<file path="config.mk">
export PLATFORM = sky130hd
export DESIGN_NAME = vend_mech_arbiter
export DESIGN_NICKNAME = d
export VERILOG_FILES = /design/src/rtl/vend_pkg.sv /design/src/rtl/mech_sched.sv /design/src/rtl/vend_mech_arbiter.sv
export SDC_FILE = /design/constraint.sdc
export NUM_CORES = 1
export LEC_CHECK = 0
export ABC_CLOCK_PERIOD_IN_PS = 6800
export BUFFER_PORTS_ARGS = -buffer_cell sky130_fd_sc_hd__buf_2
export CORE_UTILIZATION = 62
export DETAILED_ROUTE_END_ITERATION = 12
export PLACE_DENSITY_LB_ADDON = 0.05
export SYNTH_ARGS = -nofsm -noshare
export SYNTH_HDL_FRONTEND = slang
export SYNTH_SLANG_ARGS = --single-unit
</file>
<file path="constraint.sdc">
create_clock -name clk -period 6.8 [get_ports clk]
set_input_delay 1.36 -clock clk [delete_from_list [all_inputs] [get_ports clk]]
set_output_delay 1.36 -clock clk [all_outputs]
set_load 0.01 [all_outputs]
</file>
<file path="src/rtl/vend_pkg.sv">
// Shared definitions for the vending-machine mechanism arbiter.
// Provides the scheduler state encodings, money codes, the select-width
// helper and a modular channel-index helper for the round-robin scan.
package vend_pkg;

    // Scheduler FSM states (ST_TIMEOUT is reserved for the timeout build)
    localparam logic [1:0] ST_IDLE      = 2'd0;
    localparam logic [1:0] ST_WAIT_DONE = 2'd1;
    localparam logic [1:0] ST_COOL      = 2'd2;
    localparam logic [1:0] ST_TIMEOUT   = 2'd3;

    // Coin codes used by the vending-machine cores
    typedef enum logic [1:0] {
        MONEY_NONE   = 2'b00,
        MONEY_NICKEL = 2'b01,
        MONEY_DIME   = 2'b10
    } money_e;

    // Width of a channel select for n channels
    function automatic int unsigned sel_w(input int unsigned n);
        return (n > 1) ? $clog2(n) : 1;
    endfunction

    // (base + off) mod n, used to scan channels upward from the RR pointer
    function automatic int unsigned wrap_idx(input int unsigned base,
                                             input int unsigned off,
                                             input int unsigned n);
        return (base + off) % n;
    endfunction

endpackage

</file>
<file path="src/rtl/mech_sched.sv">
// One mechanism scheduler: per-channel pending counters, round-robin
// pointer and start/done/cooldown FSM.
// Optional build macro: MECH_TIMEOUT_EN (WAIT_DONE gives up after TO_CYC).
// Ports:
//   clk, rst        clock, synchronous active-high reset
//   req[N_CH]       one-cycle request pulses per channel
//   done            one-cycle completion pulse from the driver
//   start           one-cycle start pulse (registered)
//   sel             channel being served, held until the next grant
//   busy            high from start through the end of cooldown
//   ovf_set_c       request arrived at a saturated, ungranted counter
//   fault           sticky timeout flag (0 without MECH_TIMEOUT_EN)
module mech_sched
    import vend_pkg::*;
#(
    parameter int unsigned N_CH     = 4,
    parameter int unsigned CNT_W    = 2,
    parameter int unsigned COOL_CYC = 4,
    parameter int unsigned TO_CYC   = 64
) (
    input  logic                      clk,
    input  logic                      rst,
    input  logic [N_CH-1:0]           req,
    input  logic                      done,
    output logic                      start,
    output logic [sel_w(N_CH)-1:0]    sel,
    output logic                      busy,
    output logic [N_CH-1:0]           ovf_set_c,
    output logic                      fault
);
    localparam int unsigned SW = sel_w(N_CH);
    localparam int unsigned CW = (COOL_CYC > 1) ? $clog2(COOL_CYC) : 1;
    localparam logic [CW-1:0]    COOL_LOAD = CW'((COOL_CYC > 0) ? COOL_CYC - 1 : 0);
    localparam logic [CNT_W-1:0] CNT_MAX   = '1;

    logic [1:0]                  state_q, state_d;
    logic [N_CH-1:0][CNT_W-1:0]  cnt_q, cnt_d;
    logic [SW-1:0]               ptr_q, ptr_d;
    logic [SW-1:0]               sel_q, sel_d;
    logic                        start_q, start_d;
    logic                        busy_q, busy_d;
    logic [CW-1:0]               cool_q, cool_d;

    logic [N_CH-1:0]             pend;
    logic [SW-1:0]               scan_idx;
    logic                        gnt_vld;
    logic [SW-1:0]               gnt_ch;

`ifdef MECH_TIMEOUT_EN
    localparam int unsigned TW = (TO_CYC > 1) ? $clog2(TO_CYC) : 1;
    localparam logic [TW-1:0] TO_LAST = TW'((TO_CYC > 0) ? TO_CYC - 1 : 0);
    logic [TW-1:0] to_q, to_d;
    logic          fault_q, fault_d;
`endif

    // Round-robin pick; a same-cycle request counts so an idle mechanism grants next cycle
    always_comb begin
        pend     = '0;
        scan_idx = '0;
        gnt_vld  = 1'b0;
        gnt_ch   = '0;
        for (int unsigned i = 0; i < N_CH; i++) begin
            pend[i] = req[i] | (cnt_q[i] != '0);
        end
        if (state_q == ST_IDLE) begin
            for (int unsigned k = 0; k < N_CH; k++) begin
                scan_idx = SW'(wrap_idx(int'(ptr_q), k, N_CH));
                if (!gnt_vld && pend[scan_idx]) begin
                    gnt_vld = 1'b1;
                    gnt_ch  = scan_idx;
                end
            end
        end
    end

    // Pending counters: +1 on request, -1 on grant, saturate and flag overflow
    always_comb begin
        cnt_d     = cnt_q;
        ovf_set_c = '0;
        for (int unsigned i = 0; i < N_CH; i++) begin
            if (req[i] && !(gnt_vld && gnt_ch == SW'(i))) begin
                if (cnt_q[i] == CNT_MAX) begin
                    ovf_set_c[i] = 1'b1;
                end else begin
                    cnt_d[i] = cnt_q[i] + 1'b1;
                end
            end else if (!req[i] && gnt_vld && gnt_ch == SW'(i)) begin
                cnt_d[i] = cnt_q[i] - 1'b1;
            end
        end
    end

    // Mechanism FSM: grant, wait for done (or timeout), then cool down
    always_comb begin
        state_d = state_q;
        ptr_d   = ptr_q;
        sel_d   = sel_q;
        start_d = 1'b0;
        busy_d  = busy_q;
        cool_d  = cool_q;
`ifdef MECH_TIMEOUT_EN
        to_d    = to_q;
        fault_d = fault_q;
`endif
        case (state_q)
            ST_IDLE: begin
                if (gnt_vld) begin
                    start_d = 1'b1;
                    sel_d   = gnt_ch;
                    busy_d  = 1'b1;
                    ptr_d   = (gnt_ch == SW'(N_CH - 1)) ? '0 : gnt_ch + 1'b1;
                    state_d = ST_WAIT_DONE;
`ifdef MECH_TIMEOUT_EN
                    to_d    = '0;
`endif
                end
            end
            ST_WAIT_DONE: begin
`ifdef MECH_TIMEOUT_EN
                if (!done && to_q == TO_LAST) begin
                    fault_d = 1'b1;
                end else begin
                    to_d = to_q + 1'b1;
                end
                if (done || to_q == TO_LAST) begin
`else
                if (done) begin
`endif
                    if (COOL_CYC == 0) begin
                        state_d = ST_IDLE;
                        busy_d  = 1'b0;
                    end else begin
                        state_d = ST_COOL;
                        cool_d  = COOL_LOAD;
                    end
                end
            end
            ST_COOL: begin
                if (cool_q == '0) begin
                    state_d = ST_IDLE;
                    busy_d  = 1'b0;
                end else begin
                    cool_d = cool_q - 1'b1;
                end
            end
            default: begin
                state_d = ST_IDLE;
                busy_d  = 1'b0;
            end
        endcase
    end

    always_ff @(posedge clk) begin
        if (rst) begin
            state_q <= ST_IDLE;
            cnt_q   <= '0;
            ptr_q   <= '0;
            sel_q   <= '0;
            start_q <= 1'b0;
            busy_q  <= 1'b0;
            cool_q  <= '0;
`ifdef MECH_TIMEOUT_EN
            to_q    <= '0;
            fault_q <= 1'b0;
`endif
        end else begin
            state_q <= state_d;
            cnt_q   <= cnt_d;
            ptr_q   <= ptr_d;
            sel_q   <= sel_d;
            start_q <= start_d;
            busy_q  <= busy_d;
            cool_q  <= cool_d;
`ifdef MECH_TIMEOUT_EN
            to_q    <= to_d;
            fault_q <= fault_d;
`endif
        end
    end

    assign start = start_q;
    assign sel   = sel_q;
    assign busy  = busy_q;
`ifdef MECH_TIMEOUT_EN
    assign fault = fault_q;
`else
    assign fault = 1'b0;
`endif

endmodule

</file>
<file path="src/rtl/vend_mech_arbiter.sv">
// Shares one dispense motor and one change hopper between N_CH vending cores.
// Each mechanism has an independent round-robin scheduler (mech_sched).
// Optional build macro: MECH_TIMEOUT_EN (done timeout sets fault bits).
// Ports:
//   clk, rst                       clock, synchronous active-high reset
//   disp_req, chg_req [N_CH]       per-core dispense / change pulses
//   motor_start/sel/done/busy      dispense motor handshake
//   hopper_start/sel/done/busy     change hopper handshake
//   ovf [N_CH]                     sticky: request hit a saturated counter
//   fault [1:0]                    sticky timeouts: [0] motor, [1] hopper
module vend_mech_arbiter
    import vend_pkg::*;
#(
    parameter int unsigned N_CH     = 4,
    parameter int unsigned CNT_W    = 2,
    parameter int unsigned COOL_CYC = 4,
    parameter int unsigned TO_CYC   = 64
) (
    input  logic                      clk,
    input  logic                      rst,
    input  logic [N_CH-1:0]           disp_req,
    input  logic [N_CH-1:0]           chg_req,
    output logic                      motor_start,
    output logic [$clog2(N_CH)-1:0]   motor_sel,
    input  logic                      motor_done,
    output logic                      hopper_start,
    output logic [$clog2(N_CH)-1:0]   hopper_sel,
    input  logic                      hopper_done,
    output logic                      motor_busy,
    output logic                      hopper_busy,
    output logic [N_CH-1:0]           ovf,
    output logic [1:0]                fault
);
    logic [N_CH-1:0] m_ovf_set, h_ovf_set;
    logic            m_fault, h_fault;
    logic [N_CH-1:0] ovf_q, ovf_d;

    mech_sched #(
        .N_CH(N_CH), .CNT_W(CNT_W), .COOL_CYC(COOL_CYC), .TO_CYC(TO_CYC)
    ) u_motor (
        .clk(clk), .rst(rst), .req(disp_req), .done(motor_done),
        .start(motor_start), .sel(motor_sel), .busy(motor_busy),
        .ovf_set_c(m_ovf_set), .fault(m_fault)
    );

    mech_sched #(
        .N_CH(N_CH), .CNT_W(CNT_W), .COOL_CYC(COOL_CYC), .TO_CYC(TO_CYC)
    ) u_hopper (
        .clk(clk), .rst(rst), .req(chg_req), .done(hopper_done),
        .start(hopper_start), .sel(hopper_sel), .busy(hopper_busy),
        .ovf_set_c(h_ovf_set), .fault(h_fault)
    );

    // Sticky overflow, either mechanism's counter
    always_comb begin
        ovf_d = ovf_q | m_ovf_set | h_ovf_set;
    end

    always_ff @(posedge clk) begin
        if (rst) begin
            ovf_q <= '0;
        end else begin
            ovf_q <= ovf_d;
        end
    end

    assign ovf   = ovf_q;
    assign fault = {h_fault, m_fault};

endmodule

</file>
# Word level (Yosys, flattened, before mapping)
# Cells that the tools add are included.
# totals
inputBits	12
word_cells	311
out_inout_bits	14
reg_bits	40
# classes
reduce_logical	102
mux	106
magnitude_cmp	8
addsub	26
eq_ne	34
bitwise	14
# ops
operator	count
$mux W2	46
$mux W1	46
$logic_and A1 B1 Y1	38
$reduce_bool A2 Y1	18
$eq A2 B2 Y1 const B	14
$add A2 B1 Y2 const B	12
$lt A2 B3 Y1 const B	8
$ne A2 B2 Y1 const B	12
$logic_not A1 Y1	22
$reduce_and A2 Y1	10
$sub A2 B1 Y2 const B	10
$reduce_and A3 Y1	6
$bmux W1 S2	8
$logic_not A2 Y1	6
$pmux W2 S3	2
$add A2 B2 Y2 const B	4
$eq A2 B1 Y1 const B	4
$ne A2 B1 Y1 const B	4
$or A1 B1 Y1	8
$or A4 B4 Y4	2
$pmux W2 S2	2
$pmux W1 S3	2
$not A1 Y1	4
$reduce_or A2 Y1	2

# Depth between registers and ports, before layout
# depth
depth_word	25
ltp_mapped	11
ltp_nobuf	10

# Modules after synthesis
# Synthesis repeated with hierarchy kept, for this count alone.
# unflattened
cells_unflattened	276
hier_area_um2	2398.6
# modules_own_cells
module	instances	seq_area_each_um2	area_each_um2	cells_per_inst
mech_sched (u_motor)	1	360.3	1132.3	131
mech_sched (u_hopper)	1	360.3	1116.1	131
vend_mech_arbiter	1	80.1	150.1	14

# Least setup slack after synthesis
# No wires, ideal clock.
# synth_path
path_kind	input to register
startpoint	in disp_req[3]
endpoint	reg u_motor.cnt_q[4] (netlist name)
arrival_time_ns	3.442
path_buffers	0
required_ns	6.697
path_stages	9
path_slack_ns	3.255
setup_ns	0.103
cell_sequence	or3_1 > nor2_1 > a221oi_1 > o311ai_0 > inv_1 > ha_1 > a21boi_2 > nor3_1 > a2111oi_2
# synth_via
elab_chain_cells	23
elab_cells_between_ends	38
cone_classes	2 x eq/ne; 22 x mux; 1 x bitwise; 13 x reduce/logical
# synth_lines
item	line_no	rtl
start: declaration	vend_mech_arbiter.sv:21	input logic [N_CH-1:0] disp_req,
$or A1 B1 Y1 *	mech_sched.sv:63	pend[i] = req[i] | (cnt_q[i] != '0);
$bmux W1 S2	mech_sched.sv:68	if (!gnt_vld && pend[scan_idx]) begin
$mux W1 (not written as such)	mech_sched.sv:68	
$mux W1	mech_sched.sv:68	
$mux W1	mech_sched.sv:65	if (state_q == ST_IDLE) begin
$logic_not A1 Y1	mech_sched.sv:68	
$logic_and A1 B1 Y1	mech_sched.sv:68	
$mux W1	mech_sched.sv:68	
[8 not listed]	--	
$mux W2 *	mech_sched.sv:65	
via u_motor.gnt_ch[1]	mech_sched.sv:47	logic [SW-1:0] gnt_ch;
$eq A2 B2 Y1 *	mech_sched.sv:81, mech_sched.sv:87	
$logic_and A1 B1 Y1	mech_sched.sv:81	if (req[i] && !(gnt_vld && gnt_ch == SW'(i))) begin
$logic_not A1 Y1	mech_sched.sv:81	
$logic_and A1 B1 Y1	mech_sched.sv:81	
$ne A2 B2 Y1 (no line) or $reduce_bool A2 Y1 (tied branches)	--	
$reduce_and A2 Y1 (no line)	--	
end signal: assignment	mech_sched.sv:168	cnt_q <= cnt_d;
end: declaration	mech_sched.sv:37	logic [N_CH-1:0][CNT_W-1:0] cnt_q, cnt_d;
# The timed path passes the listed nets; every way through them passes the cells marked *. The select of a mux whose other input is x is not followed.
# A chain may end at the register's enable or synchronous reset.

# Worst setup path after layout
# layout_path
startpoint	in disp_req[3]
endpoint	reg u_motor.cnt_q[6] (netlist name)
# The elaborated chain is that of the path after synthesis.

==> impl_results.md <==
* Crit path max fanout at 5
* Fin crit period at ~3.7 ns
* Clock sinks at 40
* Hold_ws at 0.464 ns
* Detail Route Antenna Nets at 0
* Routability cong. at 0.925
* Pwr Density at 263 nW/µm²
* GR Overflow Total at 0
* H-tree depth at 2
* Final worst slack at 3.06 ns
* Reg clk slew, reported paths at approximately 0.12 ns
* Sw frac at between 30% and 40%
* Cell Area, Synth at 2280 µm²
* Net Switching at 245 µW
* PostCTS Resize Cnt at 0
* Post-synthesis xor/xnor area fraction at less than 1%
* Synth Area in Compound Gates at between 20 and 30%
* Max Clock Freq at 267 MHz
* Combinational power share at 33.0%
* WS Path Type: input pin to flip-flop
* Fillcell total at 306
* Setup violations, final at 0
* Synth cell types at 49
* Number of global-route vias before repair at 1808
* First-pass GRT wire length at 8020 µm
* Area contributors post-synth: dfxtp_1 (35%), ha_1 (5.5%), a21oi_1 (4.6%), nor3_1 (4.2%), nand2_1 (3.5%)
* Initial antenna violation count at 0
* Worst r2r path cells at 9
* Gate Count Post-Synth at about 270
* Largest family of logic cells by synthesized area: compound AO/OA/AOI/OAI gates
* Sequential power share at 48.3%
* CP Launch Point: disp_req[3]
* Dpl cells at 330
* Post-Synth Adder-Cell Area at 5.50%
* Worst hold path class: flip-flop to flip-flop
* Post-route insts no fill at 338
* Final wirelength at ~4600 µm
* # nets final at 313
* Remaining DRCs at 0
* Die ar. at 3920 µm²
* Reg2Reg Capture Point: u_motor.cnt_q[6]$_SDFFE_PP0P_
* Max cap viols at 0
* Core Box Area at 3420 µm²
* ANT cells at 0
* Worst endpoint data arrival time at 4.02 ns
* Final instance area at between 2000 and 2500 µm²
* RSZ-0062 raised after global routing: false
* Internal power at 402 µW
* Outcome: complete, no violations
* Setup TNS at 0 ns
* Maximum VDD drop at between 0.15 and 0.2 mV
* Largest net degree at the start of global routing at 41
* Post-synthesis sequential area ratio at 35.2%
* Root buf cell: clkbuf_4
* Worst skew pair latency at roughly 0.36 ns
* DP Area at about 2400 µm²
* I/O Buffers at 23
* Tcrit/Tclk final at 55.0%
* Ports at 26
* Post-CTS Setup Inserts at 0
* CP Capture Type: flip-flop
* Core Rows at 21
* Initial Util at 66.6%
* Fraction of layout cells with a size suffix above 1 at 13.7%
* #FFs+latches synth at 40
* Layout area overhead at 8.36%
* Clk buf depth at 2
* Simple-Gate Fraction of Synth Area at 24.2%
* CP Capture Point: u_motor.cnt_q[6]$_SDFFE_PP0P_
* Chip width at about 63 µm
* Die Span Y at 62.6 µm
* DRT iter0 DRCs at around 100
* DRT Pass-1 Iters at 4
* Clock skew at 0.00611 ns
* Syn avg cell area at between 8 and 9 µm²
* Syn. warnings at 0
* Mux contribution to synthesized area at 2.64%
* TritonCTS clock tree: done
* Synth area leader: dfxtp_1
* Total track usage at 25.5%
* HPWL after DPL at 3330 µm
* Cts hold-fix bufs at 0
* Fin. Hold Viols at 0
* R2R Path Start: u_motor.cnt_q[7]$_SDFFE_PP0P_
* Startpoint Class: input pin
* Max-slew violation count at 0
* Reg2Reg Setup Slack at around 3.7 ns
* Share of the synthesized area in the top cell type at 35.2%
* P_leak at 0.000969 µW
* Via count at 2040
* Drt via density at between 6 and 7
* Clock power frac at 18.7%
* Worst Tran Pin Value at 1.09 ns
* Wire per inst at 13.7 µm
* Critical path required time at 7.08 ns
* Relative slew slack at 26.6%
* Setup WS pre-CTS at 2.74 ns
* CTS Buf Count at 5
## cells by family (layout without fill, tap and decap cells)
group	after synthesis	in the layout
muxes	6	6
other	1	2
and+or+nand+nor	103	103
AOI/OAI and AO/OA	87	87
adders and majority gates	10	10
xor gates and xnor gates	1	1
buffers and inverters	21	43
DFF	40	40
## cell type report
cell class	instances	area (µm²)	share of cell area, %
well taps	46	57.6	2.33
clock inverters	3	18.8	0.761
repair buffers	23	115	4.67
inverters	12	45.0	1.83
flip-flops and latches	40	801	32.5
multi-input cells	209	1390	56.4
clock buffers	5	37.5	1.52
## metrics by stage
| step | power (µW) | util [%] |
|---|---|---|
| detailed placement | 529 | 70.5 |
| global route | 695 | 72.2 |
| global placement | 521 | 70.5 |
| CTS | 651 | 72.2 |
| floorplan | 475 | - |
| finish | 647 | 72.2 |
## power groups by stage
stage | clock network, µW | registers (µW) | logic (µW)
final | 121 | 312 | 214
after global routing | 133 | 320 | 242
after CTS | 126 | 312 | 213
after detailed placement | 0 | 317 | 212
after global placement | 0 | 316 | 206
after floorplan | 0 | 311 | 164
## placed cells by master (no fill, tap or decap), types with 2 or more instances in the layout
cell type,synthesis,final
nand3_1,3,3
conb_1,1,2
a21boi_2,2,2
nor4_1,4,4
a31oi_1,9,9
mux2i_1,6,6
and2_1,2,2
buf_2,1,23
nand3b_1,3,3
clkinv_2,0,2
nor4b_1,2,2
a221oi_1,3,3
o21ai_0,11,11
inv_1,12,12
ha_1,10,10
nor3_1,19,19
nor3b_1,8,8
dfxtp_1,40,40
o221ai_1,3,3
clkbuf_4,0,5
nor2b_1,3,3
o31ai_1,2,2
or3_1,7,7
nand4_1,4,4
a21o_1,3,3
a21oi_1,21,21
or3_4,2,2
o21bai_1,6,6
nor2_1,20,20
o21a_1,4,4
a211oi_1,6,6
a41oi_1,2,2
a21boi_0,6,6
nand2_1,21,21
## synth_stat cells (all sizes together)
| cell type | count |
|---|---|
| dfxtp | 40 |
| a21oi | 21 |
| nand2 | 21 |
| nor2 | 20 |
| nor3 | 19 |
| inv | 12 |
| o21ai | 11 |
| ha | 10 |
| a21boi | 9 |
| a31oi | 9 |
| or3 | 9 |
| nor3b | 8 |
| a211oi | 6 |
| clkbuf | 6 |
| mux2i | 6 |
| o21bai | 6 |
| nand4 | 4 |
| nor4 | 4 |
| o21a | 4 |
| a21o | 3 |
| a221oi | 3 |
| buf | 3 |
| nand3 | 3 |
| nand3b | 3 |
| nor2b | 3 |
| o221ai | 3 |
| a2111oi | 2 |
| a41oi | 2 |
| and2 | 2 |
| and3b | 2 |
| nor4b | 2 |
| o31ai | 2 |
| o41a | 2 |
| o41ai | 2 |
| a311oi | 1 |
| and3 | 1 |
| and4 | 1 |
| conb | 1 |
| nand2b | 1 |
| o311ai | 1 |
| xor2 | 1 |
## how the worst min path moves through the flow
| stage | from | endpoint | slack, ns | cells past startpoint |
|---|---|---|---|---|
| floorplan | u_motor.ptr_q[1]$_SDFFE_PP0P_ | u_motor.ptr_q[1]$_SDFFE_PP0P_ | 0.45 | 2 |
| global placement | u_hopper.sel[1]$_SDFFE_PP0P_ | u_hopper.sel[1]$_SDFFE_PP0P_ | 0.44 | 2 |
| detailed placement | u_hopper.sel[1]$_SDFFE_PP0P_ | u_hopper.sel[1]$_SDFFE_PP0P_ | 0.45 | 2 |
| CTS | u_hopper.sel[1]$_SDFFE_PP0P_ | u_hopper.sel[1]$_SDFFE_PP0P_ | 0.47 | 2 |
| global route | u_motor.sel[1]$_SDFFE_PP0P_ | u_motor.sel[1]$_SDFFE_PP0P_ | 0.49 | 2 |
| finish | u_hopper.sel[1]$_SDFFE_PP0P_ | u_hopper.sel[1]$_SDFFE_PP0P_ | 0.46 | 2 |
## registers in the layout, indices dropped and copies added (netlist names), 2 cells and up
register,cells
u_motor.ptr_q,2
u_hopper.state_q,2
u_motor.state_q,2
u_hopper.cool_q,2
u_hopper.ptr_q,2
u_motor.cnt_q,8
u_motor.cool_q,2
u_hopper.sel,2
u_motor.sel,2
u_hopper.cnt_q,8
ovf,4
## worst max-delay path, stage by stage
cell and delay, ns:
buf_2 0.12, or3_1 0.40, nor2_1 0.26, a221oi_1 0.11
o311ai_0 0.74, inv_1 0.15, ha_1 0.26, nor3b_1 0.18
a21o_1 0.22, a211oi_1 0.21
## layer usage
layer  global-route usage, %  wire length, µm  share of wire, %  vias up
met5                       0                0                 0        -
met4                    11.3               91               2.0        0
met2                    38.3             1990                43       48
met3                    5.84              209               4.5        9
met1                    34.9             2340                51      925
li1                        -                -                 -     1058
Power figures use the tool's default switching activity.
